[src/rtl/apb_async_pkg.sv]
// Shared definitions for both ends of the asynchronous APB bridge:
// handshake FSM states, default bus widths and the synchronizer depth floor.
package apb_async_pkg;

    typedef enum logic [1:0] {
        ST_IDLE   = 2'd0,
        ST_SETUP  = 2'd1,
        ST_ACCESS = 2'd2,
        ST_ACK    = 2'd3
    } apb_async_state_e;

    localparam int APB_DATA_WIDTH_DEF = 32;
    localparam int APB_ADDR_WIDTH_DEF = 32;
    localparam int SYNC_STAGES_MIN    = 2;

endpackage

[src/rtl/cdc_sync_bit.sv]
// Single-bit multi-flop synchronizer, cleared to 0 on reset.
// Depth requests below the metastability floor are raised to that floor.
module cdc_sync_bit
    import apb_async_pkg::*;
#(
    parameter int STAGES = SYNC_STAGES_MIN
) (
    input  logic clk,
    input  logic rst_n,
    input  logic d,
    output logic q
);

    localparam int DEPTH = (STAGES < SYNC_STAGES_MIN) ? SYNC_STAGES_MIN : STAGES;

    logic [DEPTH-1:0] sync_r;

    // Shift the asynchronous input through the flop chain.
    always_ff @(posedge clk or negedge rst_n) begin
        if (!rst_n) begin
            sync_r <= {DEPTH{1'b0}};
        end else begin
            sync_r <= {sync_r[DEPTH-2:0], d};
        end
    end

    assign q = sync_r[DEPTH-1];

endmodule

[src/rtl/apb_slave_asynch.sv]
// Destination end of the asynchronous APB bridge: takes a transfer off the
// 4-phase req/ack handshake, replays it on the local APB port, returns the response.
module apb_slave_asynch
    import apb_async_pkg::*;
#(
    parameter int APB_DATA_WIDTH = APB_DATA_WIDTH_DEF,
    parameter int APB_ADDR_WIDTH = APB_ADDR_WIDTH_DEF,
    parameter int SYNC_STAGES    = SYNC_STAGES_MIN
) (
    input  logic                      clk,
    input  logic                      rst_n,
    input  logic                      asynch_req_i,
    output logic                      asynch_ack_o,
    input  logic [APB_ADDR_WIDTH-1:0] async_PADDR_i,
    input  logic [APB_DATA_WIDTH-1:0] async_PWDATA_i,
    input  logic                      async_PWRITE_i,
    input  logic                      async_PSEL_i,
    output logic [APB_DATA_WIDTH-1:0] async_PRDATA_o,
    output logic                      async_PSLVERR_o,
    output logic [APB_ADDR_WIDTH-1:0] PADDR_o,
    output logic [APB_DATA_WIDTH-1:0] PWDATA_o,
    output logic                      PWRITE_o,
    output logic                      PSEL_o,
    output logic                      PENABLE_o,
    input  logic [APB_DATA_WIDTH-1:0] PRDATA_i,
    input  logic                      PREADY_i,
    input  logic                      PSLVERR_i
);

    logic                      req_s;
    apb_async_state_e          state_r, state_nxt_s;
    logic                      ack_r, ack_nxt_s;
    logic                      psel_r, psel_nxt_s;
    logic                      penable_r, penable_nxt_s;
    logic                      pwrite_r, pwrite_nxt_s;
    logic [APB_ADDR_WIDTH-1:0] paddr_r, paddr_nxt_s;
    logic [APB_DATA_WIDTH-1:0] pwdata_r, pwdata_nxt_s;
    logic [APB_DATA_WIDTH-1:0] prdata_r, prdata_nxt_s;
    logic                      pslverr_r, pslverr_nxt_s;

    // Only the request is synchronized; the bundle is quasi-static once req_s is seen.
    cdc_sync_bit #(
        .STAGES(SYNC_STAGES)
    ) u_req_sync (
        .clk  (clk),
        .rst_n(rst_n),
        .d    (asynch_req_i),
        .q    (req_s)
    );

    // State and registered-output update.
    always_ff @(posedge clk or negedge rst_n) begin
        if (!rst_n) begin
            state_r   <= ST_IDLE;
            ack_r     <= 1'b0;
            psel_r    <= 1'b0;
            penable_r <= 1'b0;
            pwrite_r  <= 1'b0;
            paddr_r   <= {APB_ADDR_WIDTH{1'b0}};
            pwdata_r  <= {APB_DATA_WIDTH{1'b0}};
            prdata_r  <= {APB_DATA_WIDTH{1'b0}};
            pslverr_r <= 1'b0;
        end else begin
            state_r   <= state_nxt_s;
            ack_r     <= ack_nxt_s;
            psel_r    <= psel_nxt_s;
            penable_r <= penable_nxt_s;
            pwrite_r  <= pwrite_nxt_s;
            paddr_r   <= paddr_nxt_s;
            pwdata_r  <= pwdata_nxt_s;
            prdata_r  <= prdata_nxt_s;
            pslverr_r <= pslverr_nxt_s;
        end
    end

    // Next-state: ACK only exits on a low request, so a stale high req cannot retrigger.
    always_comb begin
        state_nxt_s = state_r;
        case (state_r)
            ST_IDLE: begin
                if (req_s) begin
                    state_nxt_s = async_PSEL_i ? ST_SETUP : ST_ACK;
                end else begin
                    state_nxt_s = ST_IDLE;
                end
            end
            ST_SETUP:  state_nxt_s = ST_ACCESS;
            ST_ACCESS: begin
                if (PREADY_i) begin
                    state_nxt_s = ST_ACK;
                end else begin
                    state_nxt_s = ST_ACCESS;
                end
            end
            ST_ACK: begin
                if (!req_s) begin
                    state_nxt_s = ST_IDLE;
                end else begin
                    state_nxt_s = ST_ACK;
                end
            end
            default: state_nxt_s = ST_IDLE;
        endcase
    end

    // Next values of the output registers.
    always_comb begin
        ack_nxt_s     = ack_r;
        psel_nxt_s    = psel_r;
        penable_nxt_s = penable_r;
        pwrite_nxt_s  = pwrite_r;
        paddr_nxt_s   = paddr_r;
        pwdata_nxt_s  = pwdata_r;
        prdata_nxt_s  = prdata_r;
        pslverr_nxt_s = pslverr_r;
        case (state_r)
            ST_IDLE: begin
                if (req_s) begin
                    paddr_nxt_s  = async_PADDR_i;
                    pwdata_nxt_s = async_PWDATA_i;
                    pwrite_nxt_s = async_PWRITE_i;
                    if (async_PSEL_i) begin
                        psel_nxt_s    = 1'b1;
                        penable_nxt_s = 1'b0;
                    end else begin
                        ack_nxt_s     = 1'b1;
                        pslverr_nxt_s = 1'b0;
                    end
                end else begin
                    ack_nxt_s = 1'b0;
                end
            end
            ST_SETUP: penable_nxt_s = 1'b1;
            ST_ACCESS: begin
                if (PREADY_i) begin
                    psel_nxt_s    = 1'b0;
                    penable_nxt_s = 1'b0;
                    pslverr_nxt_s = PSLVERR_i;
                    ack_nxt_s     = 1'b1;
                    if (!pwrite_r) begin
                        prdata_nxt_s = PRDATA_i;
                    end else begin
                        prdata_nxt_s = prdata_r;
                    end
                end else begin
                    ack_nxt_s = 1'b0;
                end
            end
            ST_ACK: begin
                if (!req_s) begin
                    ack_nxt_s = 1'b0;
                end else begin
                    ack_nxt_s = 1'b1;
                end
            end
            default: begin
                ack_nxt_s     = 1'b0;
                psel_nxt_s    = 1'b0;
                penable_nxt_s = 1'b0;
                pwrite_nxt_s  = 1'b0;
                paddr_nxt_s   = {APB_ADDR_WIDTH{1'b0}};
                pwdata_nxt_s  = {APB_DATA_WIDTH{1'b0}};
                prdata_nxt_s  = {APB_DATA_WIDTH{1'b0}};
                pslverr_nxt_s = 1'b0;
            end
        endcase
    end

    assign asynch_ack_o    = ack_r;
    assign PSEL_o          = psel_r;
    assign PENABLE_o       = penable_r;
    assign PWRITE_o        = pwrite_r;
    assign PADDR_o         = paddr_r;
    assign PWDATA_o        = pwdata_r;
    assign async_PRDATA_o  = prdata_r;
    assign async_PSLVERR_o = pslverr_r;

endmodule

[config.mk]
export PLATFORM = sky130hd
export DESIGN_NAME = apb_slave_asynch
export DESIGN_NICKNAME = d
export VERILOG_FILES = /design/src/rtl/apb_async_pkg.sv /design/src/rtl/cdc_sync_bit.sv /design/src/rtl/apb_slave_asynch.sv
export SDC_FILE = /design/constraint.sdc
export NUM_CORES = 1
export LEC_CHECK = 0
export CORE_UTILIZATION = 43
export CTS_CLUSTER_SIZE = 25
export DETAILED_ROUTE_END_ITERATION = 10
export PLACE_DENSITY = 0.86
export REMOVE_ABC_BUFFERS = 1
export SYNTH_ARGS = -nofsm -noshare
export SYNTH_HDL_FRONTEND = slang
export SYNTH_SLANG_ARGS = --single-unit
[constraint.sdc]
create_clock -name clk -period 4.26 [get_ports clk]
set_input_delay 0.426 -clock clk [delete_from_list [all_inputs] [get_ports clk]]
set_output_delay 0.426 -clock clk [all_outputs]
set_load 0.1 [all_outputs]
Yosys cells after proc, flatten, opt, wreduce, memory -nomap -nowiden
Cells that the tools add are included.
Widths: inputs -> output; s select.
Storage, ports and cells
  input bits: 103
  output and inout bits: 101
  bits in registers: 105
  logic and storage cells: 50
Operators by class
  equality and inequality tests: 8
  bitwise logic cells: 1
  muxes and demuxes: 21
  reductions and logical operators: 10
Operators by type and width (number)
  $mux 1: 13
  $reduce_and 4->1: 3
  $pmux 2 s4: 1
  $mux 2: 3
  $ne 2x2->1 const B: 3
  $pmux 1 s3: 2
  $reduce_bool 3->1: 2
  $eq 2x2->1 const B: 2
  $pmux 1 s2: 2
  $reduce_and 2->1: 2
  $ne 3x3->1 const B: 1
  $reduce_and 3->1: 1
  $eq 2x1->1 const B: 1
  $logic_not 2->1: 1
  $ne 2x1->1 const B: 1
  $reduce_bool 2->1: 1
  $not 1->1: 1

Longest topological paths before layout
Gate-level depths: netlist of the first run.
  depth in word-level cells: 3
  depth in mapped cells: 6

By module
Synthesis of the first run repeated with hierarchy kept, for this count alone.
Unflattened totals
  cells, all modules: 239
  area total of the unflattened synthesis: 3976.3 sq um
Modules (own cells, without submodules)
  apb_slave_asynch: cells each 237, area each 3926.3 sq um, seq. area each 2577.5 sq um, times used 1
  cdc_sync_bit: cells each 2, area each 50.0 sq um, seq. area each 50.0 sq um, times used 1

Worst setup path before layout of the first run
OpenSTA, ideal clock, no wires.
  path kind: register -> register
  from: register pwrite_r, in the netlist PWRITE_o
  to: register prdata_r[10], in the netlist async_PRDATA_o[10]
  stages on the path, launching flop included: 4
  required time: 4.135 ns
  slack: 2.447 ns
  arrival: 1.687 ns
  setup time: 0.125 ns
  cells stage by stage: dfrtp_1 > nor3b_4 > buf_6 > mux2_2
Between the ends
  longest elaborated chain between the ends: 2
Ends and longest elaborated chain
  start: declaration: RTL line apb_slave_asynch.sv:35  | logic pwrite_r, pwrite_nxt_s;
  start signal: assignment: RTL line apb_slave_asynch.sv:68  | pwrite_r <= pwrite_nxt_s;
  $not 1->1 (no source line)
  $reduce_and 3->1 (no source line)
  end signal: assignment: RTL line apb_slave_asynch.sv:61  | prdata_r <= {APB_DATA_WIDTH{1'b0}};
  end signal: assignment: RTL line apb_slave_asynch.sv:71  | prdata_r <= prdata_nxt_s;
  end: declaration: RTL line apb_slave_asynch.sv:38  | logic [APB_DATA_WIDTH-1:0] prdata_r, prdata_nxt_s;
Every way passes these cells.
A chain may end at the register's enable or synchronous reset.

Final worst setup path of the first run
  from: register pwrite_r, in the netlist PWRITE_o
  to: output PWRITE_o
RTL lines
  end: declaration: RTL line apb_slave_asynch.sv:22  | output logic PWRITE_o,
No word-level cell between the ends.

==> results.ini, run 1 <==
[outcome]
status=finished with violations
violations=DRC

[detailed_routing]
vias=2736
first_iter_violations=52
drcViolationCount=16
dr.pass1.iters=7
drt_wl_total_mm=9.381
routed_via_density=4.939
wl_per_cell_um=16.93
ant_nets=0

[global_route]
gr-max-usage-layer=met2
grt_max_degree=79
grt.met3_usage_pct=6.800
gr-usage-met2_pct=35.32
antenna_found_initial=0
grt_use_total_pct=20.17
overflow=0
use_met1_pct=23.52
grt_pass1_vias=3009
grt_pass1_wl_mm=15.06

[logic_synthesis]
ys_warn_count=0
syn_avg_cell_area_sq_um=16.74
syn_inst=238
synthDistinctLibCells=22
synth-seq-cells=105
syn_area_sq_mm=0.003985
synth_top_area_share_pct=65.93
yosysTopAreaCell=dfrtp_1
ys_seq_area_share_pct=65.93
synth_area_leaders=dfrtp_1 (66%), mux2_2 (27%), buf_6 (1.1%)

[floorplan]
initial_core_util_pct=45.04
die_y_um=98.27
core_sq_mm=0.008848
rows=34
dieArea_sq_mm=0.009657
io_pins=204
die_w_um=98.27

[clock_tree]
cts_sinks=105
cts_max_level=3
cts_resized=0
post_cts_buffers=0
cts_tree=built
ctsHoldBuffers=0
clkLatencyLatePin_ps=340
root_buffer=clkbuf_8
cts_buffers=9
clk_path_buf_depth=2
clk_pin_slew_ps=100

[placed_design]
gp_routability_congestion=0.7551
dp.cells=540
dpl.hpwl_mm=6.982
dpl_worst_slack_ps=1960
portBuffers=203

[layout]
drive_above_1_share_pct=26.23
nets=546
layout_common_cells=clkdlybuf4s50_1 (202), dfrtp_1 (105), mux2_2 (95)
mostFrequentLayoutCell=clkdlybuf4s50_1
ff_latch_area_sq_mm=0.002628
diodes=0
fill_cells=613
multi_input_area_sq_mm=0.001261
syn_to_final_growth_pct=57.52
fin_cells=554
final_util_pct=70.94

[hold_path]
hold_path_class=in -> async

[critical_path]
cp_slowest_cell=clkdlybuf4s50_1
path_cells=clkdlybuf4s50_1
worst_setup_path_start_kind=register
critPathTopFamily=buffers and inverters
arrival_ps=1940
crit_type=reg -> out
cp_slowest_stage_delay_ps=1160
crit_fanout=3
worst-path-buf-inv=1
worstSetupEndpointType=output port
cp.required_ps=3830

[sta]
fin_ws_ps=1896
slew_violations=0
worst_pin_slew_ps=1030
timing.setup.tns_ps=0
period_needed_ps=2364
skew_ps=8.813
fmax_ghz=0.4230
period_share_pct=55.50
slew_headroom_pct=31.15
rsz0062_at_grt=false
setup_viol=0
finalHoldViolCount=0

[run]
maxCapViolCount=0

-- final cells by class --
class,instances,share of cell area (%)
Clock buffer,10,2.033
Inverter,1,0.05980
Clock inverter,4,1.116
Multi-Input combinational cell,120,20.09
Tap cell,108,2.153
Timing Repair Buffer,206,32.69
Sequential cell,105,41.86
-- per-stage QoR --
stage / area (sq um) / hold WS (ps)
global route: 6277 / 301.5
finish: 6277 / 198.4
global placement: 6080 / 332.6
detailed placement: 6080 / 347.7
floorplan: 3887 / 130.4
CTS: 6277 / 253.6
-- final timing paths --
| path | start | to | slack [ps] | cells past startpoint |
|---|---|---|---|---|
| worst max-delay path | PWRITE_o$_DFFE_PN0P_ | PWRITE_o | 1900 | 1 |
| worst min-delay path | rst_n | async_PRDATA_o[4]$_DFFE_PN0P_ | 200 | 1 |
| worst max register to register | state_r[0]$_DFF_PN0_ | PADDR_o[0]$_DFFE_PN0P_ | 1970 | 4 |
| worst min register to register | u_req_sync.sync_r[0]$_DFF_PN0_ | u_req_sync.sync_r[1]$_DFF_PN0_ | 360 | 0 |
| max in group asynchronous | rst_n | PADDR_o[31]$_DFFE_PN0P_ | 3090 | 2 |
| min in group clk | u_req_sync.sync_r[0]$_DFF_PN0_ | u_req_sync.sync_r[1]$_DFF_PN0_ | 360 | 0 |
-- cell usage after synthesis, drive strengths merged --
cell	number
dfrtp	105
mux2	97
buf	12
a21oi	3
nand2	3
nand2b	3
nor2	3
o21ai	3
a211oi	1
a21boi	1
inv	1
mux2i	1
nand3b	1
nor3b	1
o211ai	1
o21ba	1
o22ai	1
-- cell families (layout without fill, tap and decap cells) --
group,Yosys count,count (layout),share of synthesized area (%)
AOI/OAI and AO/OA,11,11,1.727
buffers and inverters,13,221,2.543
DFF,105,105,65.93
muxes,98,98,27.66
and+or+nand+nor,11,11,2.135
-- routing by layer --
metal	wire length (um)	share of wire [%]
met4	136	1.4
met1	3474	37
met3	958	10
met2	4811	51
met5	0	0
-- state kept, by name, summed over array words and instances (netlist names) --
name,flops
PENABLE_o,1
u_req_sync.sync_r,2
asynch_ack_o,1
async_PRDATA_o,32
PADDR_o,32
async_PSLVERR_o,1
state_r,2
PWRITE_o,1
PSEL_o,1
PWDATA_o,32
Power of run 1 is not shown: default switching activity piles up to over one toggle a cycle in this logic, so the estimate is an artifact.
==> inputs of run 2 (changes only) <==
- CORE_UTILIZATION: 43 -> 40
- PLACE_DENSITY: 0.86 -> 0.81
- clock period: 4.26 -> 2.2 ns (I/O delays scaled with it)
==> run 2 against run 1 <==
The flow now finishes without violations; setup slack worse by 1300 ps; hold slack better by 100 ps; register-to-register slack worse by 1400 ps; flip-flop and latch count unchanged; critical path depth up 3; wire length down 4.9%.
==> results.ini, run 2 (synthesis results as in run 1) <==
[outcome]
status=finished, final reports clean

[sta]
finalHoldViolCount=0  ; unchanged
fmax_ghz=0.6255
slew_violations=0  ; unchanged
worst_pin_slew_ps=611.4  ; -418.1 ps
rsz0062_at_grt=false
holdWs_ps=302.9  ; +104.5 ps
period_needed_ps=1599
skew_ps=6.460  ; -2.353 ps
setup_viol=0  ; unchanged
period_share_pct=72.67
slew_headroom_pct=59.24  ; +28 points

[critical_path]
worstSetupEndpointType=register
cp.required_ps=2440  ; -1390 ps
path_cells=nand2b_4 > nor3b_4 > buf_12 > mux2_2
worst_setup_path_start_kind=register
cp_slowest_stage_delay_ps=480  ; -680 ps
cp_slowest_cell=dfrtp_1
crit_fanout=32  ; +29
arrival_ps=1840  ; -100 ps
crit_type=reg -> reg

[floorplan]
die_y_um=101.8  ; +3.6%
die_w_um=101.8  ; +3.6%
core_sq_mm=0.009729  ; +10%
io_pins=204  ; unchanged
initial_core_util_pct=40.96  ; -4.1 points
dieArea_sq_mm=0.01037  ; +7.3%
rows=36  ; +5.9%

[global_route]
overflow=0  ; unchanged
grt_max_degree=50  ; -37%
grt_pass1_wl_mm=13.65  ; -9.4%
grt_use_total_pct=17.38  ; -2.8 points
grt_pass1_vias=2807  ; -6.7%
antenna_found_initial=0  ; unchanged

[clock_tree]
cts_buffers=9  ; unchanged
clkLatencyLatePin_ps=350  ; about the same
post_cts_buffers=0  ; unchanged
cts_tree=built
root_buffer=clkbuf_8
cts_resized=0  ; unchanged
ctsHoldBuffers=1  ; +1
clk_path_buf_depth=2  ; unchanged
cts_sinks=105  ; unchanged
clk_pin_slew_ps=100  ; about the same
cts_max_level=3  ; unchanged

[placed_design]
gp_routability_congestion=0.8342  ; +10%
dp.cells=567  ; +5.0%
dpl.hpwl_mm=6.731  ; -3.6%
portBuffers=203  ; unchanged

[detailed_routing]
first_iter_violations=62  ; +19%
wl_per_cell_um=15.28  ; -9.8%
ant_nets=0  ; unchanged
dr.pass1.iters=7  ; unchanged
drcViolationCount=0  ; -16
vias=2739  ; +0.11%
routed_via_density=4.690  ; -5.0%
drt_wl_total_mm=8.924  ; -4.9%

[layout]
diodes=0  ; unchanged
drive_above_1_share_pct=49.22  ; +23 points
nets=549  ; +0.55%
fin_cells=584  ; +5.4%
mostFrequentLayoutCell=dfrtp_1
layout_common_cells=dfrtp_1 (105), buf_4 (104), clkdlybuf4s50_1 (101)
syn_to_final_growth_pct=54.35

[hold_path]
hold_path_class=in -> reg

[run]
maxCapViolCount=0  ; unchanged

run 2: cell types whose count changed in the layout (fill, tap and decap cells not counted), sizes merged:
cell | previous run | this run
clkinvlp | 0 | 2
buf | 4 | 107
clkinv | 2 | 0
clkdlybuf4s50 | 202 | 101
clkbuf | 10 | 12
dlygate4sd3 | 0 | 1
run 2: worst paths after layout:
kind                                             endpoint                      startpoint  cells after the start  slack (ps)
max reg2reg                 async_PRDATA_o[4]$_DFFE_PN0P_            state_r[0]$_DFF_PN0_                      4         600
min                        u_req_sync.sync_r[0]$_DFF_PN0_                    asynch_req_i                      1         300
max in group asynchronous         PADDR_o[18]$_DFFE_PN0P_                           rst_n                      3        1100
min in group asynchronous  async_PRDATA_o[20]$_DFFE_PN0P_                           rst_n                      2         420
min reg2reg                u_req_sync.sync_r[1]$_DFF_PN0_  u_req_sync.sync_r[0]$_DFF_PN0_                      0         360
max                         async_PRDATA_o[4]$_DFFE_PN0P_            state_r[0]$_DFF_PN0_                      4         600
run 2: worst max-delay path, delay by kind of cell, from the launching register on:
| family | cells | cell delay, ps |
|---|---|---|
| buffers and inverters | 1 | 230 |
| AND/OR/NAND/NOR | 2 | 410 |
| multiplexers | 1 | 360 |
| flip-flops | 1 | 480 |
run 2: layout make-up:
class                           instances  area, sq um
Sequential cell                       105         2628
Clock inverter                          4        75.07
Timing Repair Buffer                  209         1862
Clock buffer                           12        155.1
Fill cell                             761         3578
Multi-Input combinational cell        120         1261
Inverter                                1        3.754
Tap cell                              133        166.4
run 2: per-layer routing:
layer  routed length [um]  part of all wire (%)  track usage, %  up-vias
li1                     -                     -               -     1251
met1                 3469                    39           20.21     1346
met2                 4461                    50           29.47      128
met3                  831                   9.3           5.404       14
met4                  161                   1.8           8.132        0
met5                    0                     0               0        -
run 2: metrics by stage:
step / utilization, % / setup slack, ps / cell area (sq um) / TNS (ps)
floorplan: - / -630.5 / 3887 / -45210
global placement: 60.75 / 436.6 / 5911 / 0
detailed placement: 60.75 / 408.3 / 5911 / 0
CTS: 63.22 / 597.2 / 6151 / 0
global route: 63.22 / 507.3 / 6151 / 0
finish: 63.22 / 601.2 / 6151 / 0
Power of run 2 is left out for the same reason.
==> RTL edit 1, RTL diff (config.mk and constraints of run 1) <==
The package constant `SYNC_STAGES_MIN` goes from 2 to 4.
--- a/src/rtl/apb_async_pkg.sv
+++ b/src/rtl/apb_async_pkg.sv
@@ -13,3 +13,3 @@
     localparam int APB_ADDR_WIDTH_DEF = 32;
-    localparam int SYNC_STAGES_MIN    = 2;
+    localparam int SYNC_STAGES_MIN    = 4;
 
Function: changed (Yosys sat finds a counterexample within 4 cycles, from zero or initial values and one cycle with rst_n low).
==> RTL edit 1 against run 1 <==
  * Routed wire length decreased by 1.0%
  * Count of clock-buffer cells in the layout down 1
  * Sequential cell count up 2
  * Cell area up 0.48%
  * Maximum frequency is 0.75% lower
  * Synthesized area grew 1.4%
  * Worst hold slack got worse by 0.033 ns
  * Setup slack lost 0.018 ns
  * Largest cell class unchanged
Power is left out: the tool's default activity adds up to more than one toggle a clock period on the data nets, which glitch-free logic cannot reach.
==> RTL edit 1: results (changes against run 1) <==
* Vias in the first global route at 2,979 (-1.0%)
* Cell variety after synth at 23 (+4.5%)
* Nets@finish at 547 (+0.18%)
* Slowest stage delay, CP at 1.18 ns (+0.02 ns)
* Met2 WL at 4890 um (+1.7%)
* Post-synthesis sequential area ratio at 0.663 (+0.00340)
* Initial core utilization at 0.441 (-0.00895)
* Final Hold Fails at 0 (unchanged)
* Routed WL at 9280 um (-1.0%)
* Cell types occupying the most area after synthesis: dfrtp_1, mux2_1, mux2_2
* GR Util met3 at 0.0574 (-0.0106)
* Met1 WL at 3580 um (+3.1%)
* Routability cong. at 0.722 (-4.4%)
* Cell Area, Placed at 0.00613 mm^2 (+0.91%)
* First-pass GRT wire length at 15,200 um (+1.0%)
* Status: finished, final reports clean
* Post-Synthesis Cells at 239 (+0.42%)
* Worst-margin pin slew at 1.02 ns (-0.0126 ns)
* Post-synthesis mux area share at 0.273 (-0.00346)
* Gr usage total at 0.200 (-0.00122)
* Synth Area in Compound Gates at 0.0108 (-0.00643)
* DP HPWL at 6860 um (-1.8%)
* Largest net degree at the start of global routing at 71 (-10%)
* R2r setup slk at 2.27 ns (+0.30 ns)
* Crit path time final at 2.38 ns (+0.0179 ns)
* Layout cells sized above 1 at 0.111 (-0.151)
* Post-synthesis xor/xnor area fraction at 0.00217 (+0.00217)
* Met1 Resource Use GR at 0.232 (-0.00342)
* Fill count at 669 (+9.1%)
* Skew final at 0.0139 ns (+0.00505 ns)
* Starting DRT DRC Count at 62 (+19%)
* Routed met3 length at 630 um (-34%)
* M2 GR Usage at 0.351 (-0.00247)
* Synth cell count leaders: dfrtp_1, mux2_1, mux2_2
* Worst path arrival time at 1.96 ns (+0.02 ns)
* Post-DR wirelength/cell at 16.6 um (-2.1%)
* Pre-CTS setup slack at 1.87 ns (-0.0919 ns)
* Placed cell count at 544 (+0.74%)
* 1st-pass router iterations at 4 (-3)
* Inserted Diodes at 0 (unchanged)
* Design Area, Final at 0.00631 mm^2 (+0.48%)
==> RTL edit 1: cell count changes after synthesis, sizes merged, moves of 2 or more <==
cell,before,now
a21oi,3,1
dfrtp,105,107
nand2,3,5
nand2b,3,1
==> RTL edit 1: final cells by class <==
type,count,share of cell area
Inverter,2,0.00119
Timing Repair Buffer,205,0.326
Multi-Input combinational cell,119,0.199
Sequential cell,107,0.425
Tap cell,111,0.0220
Clock inverter,7,0.00774
Clock buffer,9,0.0196
==> RTL edit 1: path summary, 6_finish.rpt <==
kind	startpoint	to	cells after the start
max	PWRITE_o	PWRITE_o	1
min	rst_n	PENABLE_o	1
max reg2reg	state_r[1]	async_PRDATA_o[31]	3
min reg2reg	u_req_sync.sync_r[2]	u_req_sync.sync_r[3]	0
max in group asynchronous	rst_n	PWDATA_o[24]	2
min in group clk	u_req_sync.sync_r[2]	u_req_sync.sync_r[3]	0
==> RTL edit 2, RTL diff (flow settings as in run 1) <==
Without the edit above. The 4 states of `apb_async_state_e` get a one-hot encoding in 4 bits.
--- a/src/rtl/apb_async_pkg.sv
+++ b/src/rtl/apb_async_pkg.sv
@@ -4,7 +4,7 @@
 
-    typedef enum logic [1:0] {
-        ST_IDLE   = 2'd0,
-        ST_SETUP  = 2'd1,
-        ST_ACCESS = 2'd2,
-        ST_ACK    = 2'd3
+    typedef enum logic [3:0] {
+        ST_IDLE   = 4'b0001,
+        ST_SETUP  = 4'b0010,
+        ST_ACCESS = 4'b0100,
+        ST_ACK    = 4'b1000
     } apb_async_state_e;
Formal check against the unedited RTL: no difference found for any inputs over 10 cycles, from zero or initial values and one cycle with rst_n low; not proved beyond that.
==> RTL edit 2 against run 1 <==
  * Routed wire length is 16% higher
  * Synthesized area is 9.2% higher
  * Critical endpoint is now PADDR_o[4]
  * Sequential cell count rose by 2
  * Setup slack lost 0.30 ns
  * Global-route usage up 0.27 points
  * Cell area rose by 5.3%
==> RTL edit 2: results (changes against run 1) <==
* Vias in the first global route at 3,236 (+7.5%)
* DP HPWL at 7670 um (+9.8%)
* Slowest stage delay, CP at 0.83 ns (-0.33 ns)
* Gr usage total at 0.204 (+0.00267)
* Fraction of registers with async set/reset at 1.00 (unchanged)
* Vias per std cell at 4.94 (about the same)
* Skew-Pair Late Insertion Delay at 0.36 ns (+0.02 ns)
* Maximum fanout along the worst path at 39 (+36)
* Routability cong. at 0.822 (+8.9%)
* Largest net degree at the start of global routing at 70 (-11%)
* Yosys warnings at 0 (unchanged)
* Starting DRT DRC Count at 61 (+17%)
* First-pass GRT wire length at 16,200 um (+7.2%)
* Post-DR wirelength/cell at 16.2 um (-4.2%)
* Nets@finish at 635 (+16%)
* Status: finished, final reports clean
* Layout cells sized above 1 at 0.0541 (-0.208)
* Finished Layout Cells at 669 (+21%)
* R2R Path Start: state_r[0]
* Worst path arrival time at 2.96 ns (+1.02 ns)
* Cell Area, Placed at 0.00637 mm^2 (+4.7%)
* Synth cell count leaders: dfrtp_1, a22o_1, inv_1
* Skew final at 0.0128 ns (+0.00399 ns)
* Fill count at 719 (+17%)
* Cts bufs inserted at 9 (unchanged)
* 1st-pass router iterations at 4 (-3)
* Cell types occupying the most area after synthesis: dfrtp_1, a22o_1, mux2i_1
* Cell variety after synth at 38 (+73%)
* Post-synthesis sequential area ratio at 0.615 (-0.0439)
* CP max-delay cell: o21ai_4
[RTL edit 2: cell families after synthesis]
kind of cell,Yosys count,synth area share
flip-flops,107,0.615
multiplexers,33,0.0759
buffers and inverters,62,0.0831
AND/OR/NAND/NOR,55,0.0638
XOR/XNOR,1,0.00201
AO/OA/AOI/OAI,81,0.160
[RTL edit 2: area by class of cell]
| type | instances | area (um^2) | area share |
|---|---|---|---|
| clock inverters | 4 | 98.8 | 0.0150 |
| multi-input cells | 170 | 1330 | 0.201 |
| repair buffers | 206 | 2050 | 0.311 |
| inverters | 38 | 145 | 0.0220 |
| flip-flops and latches | 107 | 2680 | 0.405 |
| clock buffers | 11 | 141 | 0.0214 |
| well taps | 133 | 166 | 0.0252 |
[RTL edit 2: worst max-delay path: cells and delay by family (launching register included)]
kind,cells,cell delay (ns)
AO/OA/AOI/OAI,3,1.21
flip-flops,1,0.68
buffers and inverters,1,0.44
AND/OR/NAND/NOR,1,0.27
[RTL edit 2: layer usage]
| layer | part of all wire | up-vias | track usage |
|---|---|---|---|
| li1 | - | 1556 | - |
| met1 | 0.42 | 1550 | 0.251 |
| met3 | 0.091 | 24 | 0.0556 |
| met4 | 0.027 | 0 | 0.103 |
| met5 | 0 | - | 0 |
| met2 | 0.46 | 174 | 0.332 |
[RTL edit 2: worst paths after layout]
kind | endpoint | slack [ns] | cells past startpoint
setup / recovery | PADDR_o[4] | 1.60 | 5
setup reg to reg | PADDR_o[4] | 1.60 | 5
min in group clk | u_req_sync.sync_r[1] | 0.36 | 0
max in group asynchronous | async_PRDATA_o[2] | 3.08 | 2
hold / removal | async_PRDATA_o[29] | 0.17 | 1
hold reg to reg | u_req_sync.sync_r[1] | 0.36 | 0
[RTL edit 2: per-stage QoR]
step	hold WS, ns	setup slack (ns)
3_5_place_dp	0.337	1.63
4_1_cts	0.179	1.62
2_1_floorplan	0.130	0.762
5_1_grt	0.234	1.50
6_report	0.169	1.60
3_3_place_gp	0.333	1.82
[RTL edit 2: where the power goes]
group | internal (W) | switching [W] | total [W]
registers | 0.00128 | 0.000193 | 0.00147
logic | 0.000828 | 0.00244 | 0.00327
clock network | 0.000405 | 0.000324 | 0.000729
